### config.mk
export PLATFORM = sky130hd
export DESIGN_NAME = non_restoring_divider_mc
export DESIGN_NICKNAME = d
export VERILOG_FILES = /design/src/rtl/divider_pkg.sv /design/src/rtl/nr_div_step.sv /design/src/rtl/non_restoring_divider_mc.sv
export SDC_FILE = /design/constraint.sdc
export NUM_CORES = 1
export LEC_CHECK = 0
export ABC_AREA = 1
export CAP_MARGIN = 20
export CORE_MARGIN = 4
export CORE_UTILIZATION = 53
export CTS_CLUSTER_DIAMETER = 200
export DETAILED_ROUTE_END_ITERATION = 12
export PLACE_DENSITY = 0.82
export RECOVER_POWER = 100
export SLEW_MARGIN = 20
export SYNTH_ARGS = -nofsm -noshare
export SYNTH_HDL_FRONTEND = slang
export SYNTH_SLANG_ARGS = --single-unit
### constraint.sdc
create_clock -name clk_i -period 5.1 [get_ports clk_i]
set_clock_uncertainty 0.05 [all_clocks]
set_input_delay 1.02 -clock clk_i [delete_from_list [all_inputs] [get_ports clk_i]]
set_output_delay 1.02 -clock clk_i [all_outputs]
set_load 0.005 [all_outputs]
### src/rtl/divider_pkg.sv
// Shared types for the multi-cycle non-restoring divider.
// DIV_MAX_W bounds DATA_WIDTH; narrower instances use the low bits of each field.
package divider_pkg;

    localparam int DIV_MAX_W = 64;

    typedef enum logic [1:0] {
        IDLE    = 2'd0,
        DIVIDE  = 2'd1,
        RESTORE = 2'd2
    } fsm_state_t;

    // {rem_sign, remainder} is the DATA_WIDTH+1-bit partial remainder;
    // quotient shifts dividend bits out of the top and quotient bits in at the bottom.
    typedef struct packed {
        logic                 rem_sign;
        logic [DIV_MAX_W-1:0] remainder;
        logic [DIV_MAX_W-1:0] quotient;
    } part_res_t;

endpackage

### src/rtl/nr_div_step.sv
// One radix-2 non-restoring division step (combinational).
module nr_div_step
    import divider_pkg::*;
#(
    parameter int W = 32
) (
    input  part_res_t      part_i,
    input  logic [W-1:0]   divisor_i,
    output part_res_t      part_o
);

    logic [W:0] shifted;
    logic [W:0] next_rem;

    always_comb begin
        shifted  = {part_i.remainder[W-1:0], part_i.quotient[W-1]};
        next_rem = part_i.rem_sign ? shifted + {1'b0, divisor_i}
                                   : shifted - {1'b0, divisor_i};
        // Upper (unused-width) bits pass through unchanged.
        part_o                    = part_i;
        part_o.rem_sign           = next_rem[W];
        part_o.remainder[W-1:0]   = next_rem[W-1:0];
        part_o.quotient[W-1:0]    = {part_i.quotient[W-2:0], ~next_rem[W]};
    end

endmodule

### src/rtl/non_restoring_divider_mc.sv
// Multi-cycle non-restoring divider retiring BITS_PER_CYCLE quotient bits per cycle.
// Define NR_DIVIDER_SIGNED_EN to build in two's-complement support and overflow detection.
module non_restoring_divider_mc
    import divider_pkg::*;
#(
    parameter int DATA_WIDTH     = 32,
    parameter int BITS_PER_CYCLE = 2
) (
    input  logic                  clk_i,
    input  logic                  rst_i,
    input  logic                  clk_en_i,
    input  logic [DATA_WIDTH-1:0] dividend_i,
    input  logic [DATA_WIDTH-1:0] divisor_i,
    input  logic                  signed_i,
    input  logic                  data_valid_i,
    output logic                  ready_o,
    output logic [DATA_WIDTH-1:0] quotient_o,
    output logic [DATA_WIDTH-1:0] remainder_o,
    output logic                  divide_by_zero_o,
    output logic                  overflow_o,
    output logic                  data_valid_o
);

    localparam int W     = DATA_WIDTH;
    localparam int ITERS = DATA_WIDTH / BITS_PER_CYCLE;
    localparam int CNT_W = $clog2(ITERS) + 1;

    if (DATA_WIDTH < 8 || DATA_WIDTH > DIV_MAX_W || (DATA_WIDTH & (DATA_WIDTH - 1)) != 0 ||
        !(BITS_PER_CYCLE == 1 || BITS_PER_CYCLE == 2 || BITS_PER_CYCLE == 4)) begin : g_bad_cfg
        $error("non_restoring_divider_mc: unsupported DATA_WIDTH/BITS_PER_CYCLE");
    end

    fsm_state_t       state_q, state_d;
    logic [CNT_W-1:0] cnt_q, cnt_d;
    part_res_t        part_q, part_d;
    logic [W-1:0]     divisor_q, divisor_d;
    logic             spec_dbz_q, spec_dbz_d;
    logic             spec_ovf_q, spec_ovf_d;
    logic             q_neg_q, q_neg_d;
    logic             r_neg_q, r_neg_d;
    logic [W-1:0]     quotient_q, quotient_d;
    logic [W-1:0]     remainder_q, remainder_d;
    logic             dbz_q, dbz_d;
    logic             ovf_q, ovf_d;
    logic             valid_q, valid_d;

    logic [W-1:0]     dvd_mag, dvs_mag;
    logic             dvd_neg, dvs_neg, is_ovf;
    logic [W-1:0]     rem_fix, quot_fin, rem_fin;

`ifdef NR_DIVIDER_SIGNED_EN
    assign dvd_neg = signed_i & dividend_i[W-1];
    assign dvs_neg = signed_i & divisor_i[W-1];
    assign dvd_mag = dvd_neg ? -dividend_i : dividend_i;
    assign dvs_mag = dvs_neg ? -divisor_i  : divisor_i;
    assign is_ovf  = signed_i && (dividend_i == {1'b1, {(W-1){1'b0}}}) && (&divisor_i);
    assign quot_fin = q_neg_q ? -part_q.quotient[W-1:0] : part_q.quotient[W-1:0];
    assign rem_fin  = r_neg_q ? -rem_fix : rem_fix;
`else
    logic unused_signed;
    assign unused_signed = signed_i;
    assign dvd_neg  = 1'b0;
    assign dvs_neg  = 1'b0;
    assign dvd_mag  = dividend_i;
    assign dvs_mag  = divisor_i;
    assign is_ovf   = 1'b0;
    assign quot_fin = part_q.quotient[W-1:0];
    assign rem_fin  = rem_fix;
`endif

    // The final remainder lies in [0, divisor), so W bits suffice for the correction add.
    assign rem_fix = part_q.remainder[W-1:0] + (part_q.rem_sign ? divisor_q : '0);

    part_res_t chain [BITS_PER_CYCLE+1];
    assign chain[0] = part_q;

    for (genvar g = 0; g < BITS_PER_CYCLE; g++) begin : g_step
        nr_div_step #(.W(W)) u_step (
            .part_i    (chain[g]),
            .divisor_i (divisor_q),
            .part_o    (chain[g+1])
        );
    end

    always_comb begin
        state_d     = state_q;
        cnt_d       = cnt_q;
        part_d      = part_q;
        divisor_d   = divisor_q;
        spec_dbz_d  = spec_dbz_q;
        spec_ovf_d  = spec_ovf_q;
        q_neg_d     = q_neg_q;
        r_neg_d     = r_neg_q;
        quotient_d  = quotient_q;
        remainder_d = remainder_q;
        dbz_d       = dbz_q;
        ovf_d       = ovf_q;
        valid_d     = 1'b0;

        unique case (state_q)
            IDLE: begin
                if (data_valid_i) begin
                    part_d     = '0;
                    // Special cases keep the raw dividend; it is returned unchanged.
                    part_d.quotient[W-1:0] = (divisor_i == '0 || is_ovf) ? dividend_i : dvd_mag;
                    divisor_d  = dvs_mag;
                    q_neg_d    = dvd_neg ^ dvs_neg;
                    r_neg_d    = dvd_neg;
                    spec_dbz_d = (divisor_i == '0);
                    spec_ovf_d = is_ovf && (divisor_i != '0);
                    cnt_d      = '0;
                    state_d    = (divisor_i == '0 || is_ovf) ? RESTORE : DIVIDE;
                end
            end
            DIVIDE: begin
                part_d = chain[BITS_PER_CYCLE];
                cnt_d  = cnt_q + 1'b1;
                if (cnt_q == CNT_W'(ITERS - 1)) begin
                    state_d = RESTORE;
                end
            end
            RESTORE: begin
                dbz_d   = spec_dbz_q;
                ovf_d   = spec_ovf_q;
                valid_d = 1'b1;
                state_d = IDLE;
                if (spec_dbz_q) begin
                    quotient_d  = '1;
                    remainder_d = part_q.quotient[W-1:0];
                end else if (spec_ovf_q) begin
                    quotient_d  = part_q.quotient[W-1:0];
                    remainder_d = '0;
                end else begin
                    quotient_d  = quot_fin;
                    remainder_d = rem_fin;
                end
            end
            default: state_d = IDLE;
        endcase
    end

    always_ff @(posedge clk_i) begin
        if (rst_i) begin
            state_q     <= IDLE;
            cnt_q       <= '0;
            part_q      <= '0;
            divisor_q   <= '0;
            spec_dbz_q  <= 1'b0;
            spec_ovf_q  <= 1'b0;
            q_neg_q     <= 1'b0;
            r_neg_q     <= 1'b0;
            quotient_q  <= '0;
            remainder_q <= '0;
            dbz_q       <= 1'b0;
            ovf_q       <= 1'b0;
            valid_q     <= 1'b0;
        end else if (clk_en_i) begin
            state_q     <= state_d;
            cnt_q       <= cnt_d;
            part_q      <= part_d;
            divisor_q   <= divisor_d;
            spec_dbz_q  <= spec_dbz_d;
            spec_ovf_q  <= spec_ovf_d;
            q_neg_q     <= q_neg_d;
            r_neg_q     <= r_neg_d;
            quotient_q  <= quotient_d;
            remainder_q <= remainder_d;
            dbz_q       <= dbz_d;
            ovf_q       <= ovf_d;
            valid_q     <= valid_d;
        end
    end

    assign ready_o          = (state_q == IDLE);
    assign quotient_o       = quotient_q;
    assign remainder_o      = remainder_q;
    assign divide_by_zero_o = dbz_q;
    assign overflow_o       = ovf_q;
    assign data_valid_o     = valid_q;

endmodule

After elaboration in Yosys (flattened, before gate mapping) --
Index checks and enable logic that the tools add are counted.
Storage, ports and cells: input bits 69, flip-flop bits (word level) 171, word-level logic and storage cells 45
Operators by class: equality and inequality tests 5, add/subtract/negate cells 6, bitwise operators 2, reduce and logical (&&, ||, !) cells 7, muxes and demuxes 14
Operators with widths (number):
- 129-bit one-hot mux with 2 select lines | 1
- 129-bit two-way mux | 1
- 32-bit two-way mux | 3
- 33-bit by 32-bit adder with 33-bit output | 2
- 33-bit two-way mux | 2
- 33-bit by 32-bit subtractor with 33-bit output | 2
- 32-bit adder | 1
- 32-bit logical NOT | 1
- 5-bit one-hot mux with 2 select lines | 1
- 3-bit AND reduction | 3
- 2-bit two-way mux | 3
- 5-bit by 1-bit adder with 5-bit output, second input constant | 1
- 5-bit by 4-bit == test with 1-bit output, second input constant | 1
- 5-bit two-way mux | 1
- 2-bit != test, second input constant | 2
- 2-bit one-hot mux with 2 select lines | 1
- 2-bit by 1-bit == test with 1-bit output, second input constant | 1
- 2-bit == test, second input constant | 1
- 2-bit logical NOT | 1
- 1-bit inverter | 2
- 2-bit AND reduction | 1
- 2-bit nonzero test | 1
- 1-bit two-way mux | 1

Logic depth before layout (Yosys ltp) --
depth after elaboration 6, gate-level depth with buffers 45, gate-level depth less buffers 44

By module --
A second synthesis with hierarchy kept.
Unflattened totals: cells, all modules 3186, area, all modules 19407.4 µm²
Modules (own cells, without submodules):
- non_restoring_divider_mc | cells each 1634, seq. area each 4704.5 µm², area an instance 11265.8 µm², instances 1
- nr_div_step (g_step[0].u_step) | cells each 761, seq. area each 0.0 µm², area an instance 4081.4 µm², instances 1
- nr_div_step (g_step[1].u_step) | cells each 791, seq. area each 0.0 µm², area an instance 4060.1 µm², instances 1

Least setup slack after synthesis --
No wires, ideal clock.
kind register to register, start point register divisor_q[0], end point register part_q (netlist bit chain[337]), cell stages (with the launch flop) 43, data arrival time 4.748 ns, library setup time 0.132 ns, setup slack 0.169 ns, cells stage by stage dfxtp_1 -> inv_1 -> ha_1 -> nand2_2 -> nor2_4 -> nand2_4 -> nor2_1 -> inv_2 -> nor3_2 -> inv_2 -> nor3_2 -> nand4_1 -> xor2_1 -> nand2_1 -> nand2_1 -> ha_1 -> nand2_1 -> inv_1 -> [7 not listed] -> nand2_1 -> nand2_2 -> buf_6 -> buf_2 -> o21ai_1 -> ha_1 -> a21oi_1 -> o21a_1 -> inv_1 -> a21oi_1 -> inv_1 -> a21oi_1 -> inv_1 -> nand2_1 -> nand2_1 -> or2_0 -> nand3_1 -> a21oi_1
On the way: longest elaborated chain between the ends 5, elaborated cells between the ends (all ways) 7, those cells by class add/sub (4); mux (3)
RTL lines:
- start: declaration | RTL line non_restoring_divider_mc.sv:36 | logic [W-1:0] divisor_q, divisor_d;
- start signal: assignment | RTL line non_restoring_divider_mc.sv:161 | divisor_q <= divisor_d;
- 33-bit by 32-bit subtractor with 33-bit output or 33-bit by 32-bit adder with 33-bit output (tied branches) | RTL line nr_div_step.sv:18, nr_div_step.sv:17
- 33-bit two-way mux | RTL line nr_div_step.sv:17 | next_rem = part_i.rem_sign ? shifted + {1'b0, divisor_i}
- 33-bit by 32-bit subtractor with 33-bit output or 33-bit by 32-bit adder with 33-bit output (tied branches) | RTL line nr_div_step.sv:18, nr_div_step.sv:17
- 33-bit two-way mux (*) | RTL line nr_div_step.sv:17
- 129-bit one-hot mux with 2 select lines (*) | RTL line non_restoring_divider_mc.sv:100 | unique case (state_q)
- end signal: assignment | RTL line non_restoring_divider_mc.sv:160 | part_q <= part_d;
- end: declaration | RTL line non_restoring_divider_mc.sv:35 | part_res_t part_q, part_d;
Mark *: on every way between the ends. The rest lies on a longest branch, timed or not. The select of a mux whose other input is x is not followed. A chain may end at the register's enable or synchronous reset.

Final worst setup path --
start point register divisor_q[0], end point register part_q (netlist bit chain[348])
Same word-level chain as after synthesis.

==> impl_metrics.csv <==
group,metric,value,unit
status,status,"finished, violations left",
status,violations,"capacitance limit, slew limit, setup timing",
synth,ys_ff_latch,171,
synth,ys.warnings.count,0,
place,hpwl,39520,um
route,ant_nets,0,
route,wl_per_cell,18.44,um
critical_path,cp.arrival,5.78,ns
critical_path,critPathKind,"reg2reg",
route,drtPass1Iterations,8,
clock_tree,cts_buffers,17,
cells_and_area,multi_input_area,10120,um2
sta,fmax,180.2,MHz
floorplanning,core-area,25110,um2
global_routing,grt_max_degree,76,
synth,synthMuxAreaShare,0,
cells_and_area,antennaDiodeCount,0,
hold_path,hold_class,"reg2reg",
cells_and_area,area_growth,47.09,%
clock_tree,clk_pin_slew,0.09,ns
sta,worstMarginPinSlew,2.651,ns
synth,synth_cell_types,51,
synth,ys_seq_area_frac,0.2537,
synth,synthCells,2146,
synth,synthAdderAreaFrac,0.09534,
sta,whs,0.4106,ns
sta,worst_slack,-0.4492,ns
synth,synth_area_per_cell,6.287,um2
floorplanning,dieArea,28070,um2
clock_tree,clock-root-buffer,"clkbuf_16",
sta,setup_viol,25,
global_routing,globalRouteOverflowTotal,0,
synth,synth-simple-area-share,0.2655,
critical_path,worstPathRequired,5.33,ns
critical_path,path_max_fanout,12,
global_routing,antenna_found_initial,0,
synth,synth_area,13490,um2
route,drc,0,
place,io_buffers,134,
route,drt_iter0_drc,1775,
synth,synth-compound-area-share,0.2503,
place,gp_congestion,0.9933,
route,via_per_inst,5.734,
floorplanning,die_h,167.6,um
global_routing,grt_pass1_vias,15920,
clock_tree,cts_tree,"yes",
synth,synth_xor_area_frac,0.04414,
route,via_count,16870,
floorplanning,die_w,167.6,um
sta,min_period,5.549,ns
clock_tree,cts_max_level,4,
critical_path,cp-start-kind,"register",
sta,post-route-period-util,1.088,
critical_path,cp_slowest_cell,"ha_2",
cells_and_area,num-nets-final,2769,
critical_path,end_kind,"register",
global_routing,grt_first_pass_wirelength,82080,um
route,drt_wl_total,54250,um
cells_and_area,fin_area,19850,um2
clock_tree,clock-sinks,171,
sta,drv_slew,69,
cells_and_area,drive_above_1_share,0.2787,
sta,hold_violations,0,
sta,rsz0062_at_grt,"true",
critical_path,path_common_cell,"nand2_2",
synth,synth_top_family_by_area,"simple AND/OR/NAND/NOR gates",
critical_path,slowest_delay,0.39,ns
clock_tree,clkLatencyLatePin,0.45,ns
run,cap_violations,1,
floorplanning,rows,58,
floorplanning,start_util,0.5373,
synth,synth_nets,2316,
floorplanning,ioPinCount,137,
cells_and_area,register_area,3427,um2
place,placed_cell_area,17330,um2
clock_tree,cts_buffer_depth,2,
cells_and_area,nFillCells,1909,
sta,slew-limit-headroom,-0.7671,
global_routing,grt.total_usage,0.3603,
clock_tree,hold_buffers,0,
[metal layers]
metal	GRT usage	up-vias	routed length, um
met3	0.05996	180	4004
met2	0.5978	764	25160
met5	0	-	0
met4	0.1567	0	2830
li1	-	8095	-
met1	0.4629	7829	22260
[flip-flops by register name (all words and copies together), names as in the netlist]
register / flops
divisor_q: 32
divide_by_zero_o: 1
spec_dbz_q: 1
chain: 65
data_valid_o: 1
quotient_o: 32
state_q: 2
remainder_o: 32
cnt_q: 5
[placed cells by master, fill, tap and decap left out, drive strengths merged, types with 14 or more instances in the layout]
master         netlist  routed
nand4               23      23
inv                241     249
xor2                53      53
ha                  98      98
clkdlybuf4s50        0      80
dfxtp              171     171
nand2              541     541
buf                 13     378
a31oi               39      39
dlygate4sd3          0      53
nor2               161     161
nor3                26      26
clkbuf              66      19
nand3               73      73
o21ai              246     246
a21boi              20      20
a21oi              276     276
or2                 14      14
xnor2               15      15
[final cells by class]
type,count,share of cell area
inverters,241,0.04596
multi-input cells,1655,0.5101
flip-flops and latches,171,0.1727
repair buffers,512,0.2193
clock inverters,14,0.008701
repair inverters,1,0.0003152
clock buffers,18,0.02213
well taps,330,0.02081
[cell families (layout without fill, tap and decap cells)]
group / count (synthesis) / after routing
AND/OR/NAND/NOR: 858 / 858
flip-flops: 171 / 171
other: 1 / 1
buffers and inverters: 320 / 786
adder cells (fa/ha/maj): 101 / 101
XOR/XNOR: 68 / 68
AO/OA/AOI/OAI: 627 / 627
[critical path, delay by kind of cell, from the launching register on]
kind,cells,cell delay [ns]
fa+ha+maj,2,0.75
buf+inv,9,1.03
simple gates,18,2.28
compound gates,7,0.74
flops,1,0.34
xor+xnor,1,0.16
[stage by stage]
stage,setup TNS [ns],setup slack [ns],util,std cells
after global placement,-13.37,-0.6894,0.6901,2847
after floorplan,0,0.1694,-,2146
final,-7.476,-0.4492,0.7904,2942
after global routing,-14.88,-0.6810,0.7904,2942
after detailed placement,-16.00,-0.8080,0.6901,2847
after CTS,-4.545,-0.2975,0.7586,2926
[Yosys cell counts (all sizes together)]
| library cell | count | area (um2) |
|---|---|---|
| a211oi | 3 | 22.52 |
| a21boi | 20 | 150.1 |
| a21o | 10 | 75.07 |
| a21oi | 276 | 1389 |
| a221oi | 3 | 26.28 |
| a22oi | 2 | 15.01 |
| a31o | 1 | 8.760 |
| a31oi | 39 | 244.0 |
| and2 | 3 | 18.77 |
| and3 | 3 | 18.77 |
| buf | 13 | 71.32 |
| clkbuf | 66 | 247.7 |
| conb | 1 | 3.750 |
| dfxtp | 171 | 3423 |
| fa | 3 | 60.06 |
| ha | 98 | 1226 |
| inv | 241 | 904.6 |
| nand2 | 541 | 2048 |
| nand3 | 73 | 370.4 |
| nand3b | 2 | 15.01 |
| nand4 | 23 | 156.4 |
| nor2 | 161 | 641.9 |
| nor3 | 26 | 150.2 |
| nor4 | 12 | 75.07 |
| o211a | 2 | 20.02 |
| o211ai | 8 | 60.06 |
| o21a | 5 | 37.54 |
| o21ai | 246 | 1231 |
| o21bai | 8 | 63.81 |
| o221ai | 3 | 26.28 |
| o31ai | 1 | 7.510 |
| or2 | 14 | 87.58 |
| xnor2 | 15 | 131.4 |
| xor2 | 53 | 464.2 |
[repair_timing]
item | 4_1_cts | 5_1_grt
pin swaps | 93 | 91
gates resized for setup | 223 | 172
cloned | 3 | 0
setup endpoints to repair | 29 | 32
setup buffers | 45 | 19
[worst paths after layout]
| check | startpoint | to | slack [ns] | cells after the start |
|---|---|---|---|---|
| min | quotient_o[6]$_SDFFE_PP0P_ | quotient_o[6]$_SDFFE_PP0P_ | 0.41 | 2 |
| max | divisor_q[0]$_SDFFE_PP0P_ | chain[348]$_SDFFE_PP0P_ | -0.45 | 37 |
| max reg2reg | divisor_q[0]$_SDFFE_PP0P_ | chain[348]$_SDFFE_PP0P_ | -0.45 | 37 |
| min reg2reg | quotient_o[6]$_SDFFE_PP0P_ | quotient_o[6]$_SDFFE_PP0P_ | 0.41 | 2 |
Power is not shown: default switching activity piles up to over one toggle a cycle in this logic, so the estimate is an artifact.
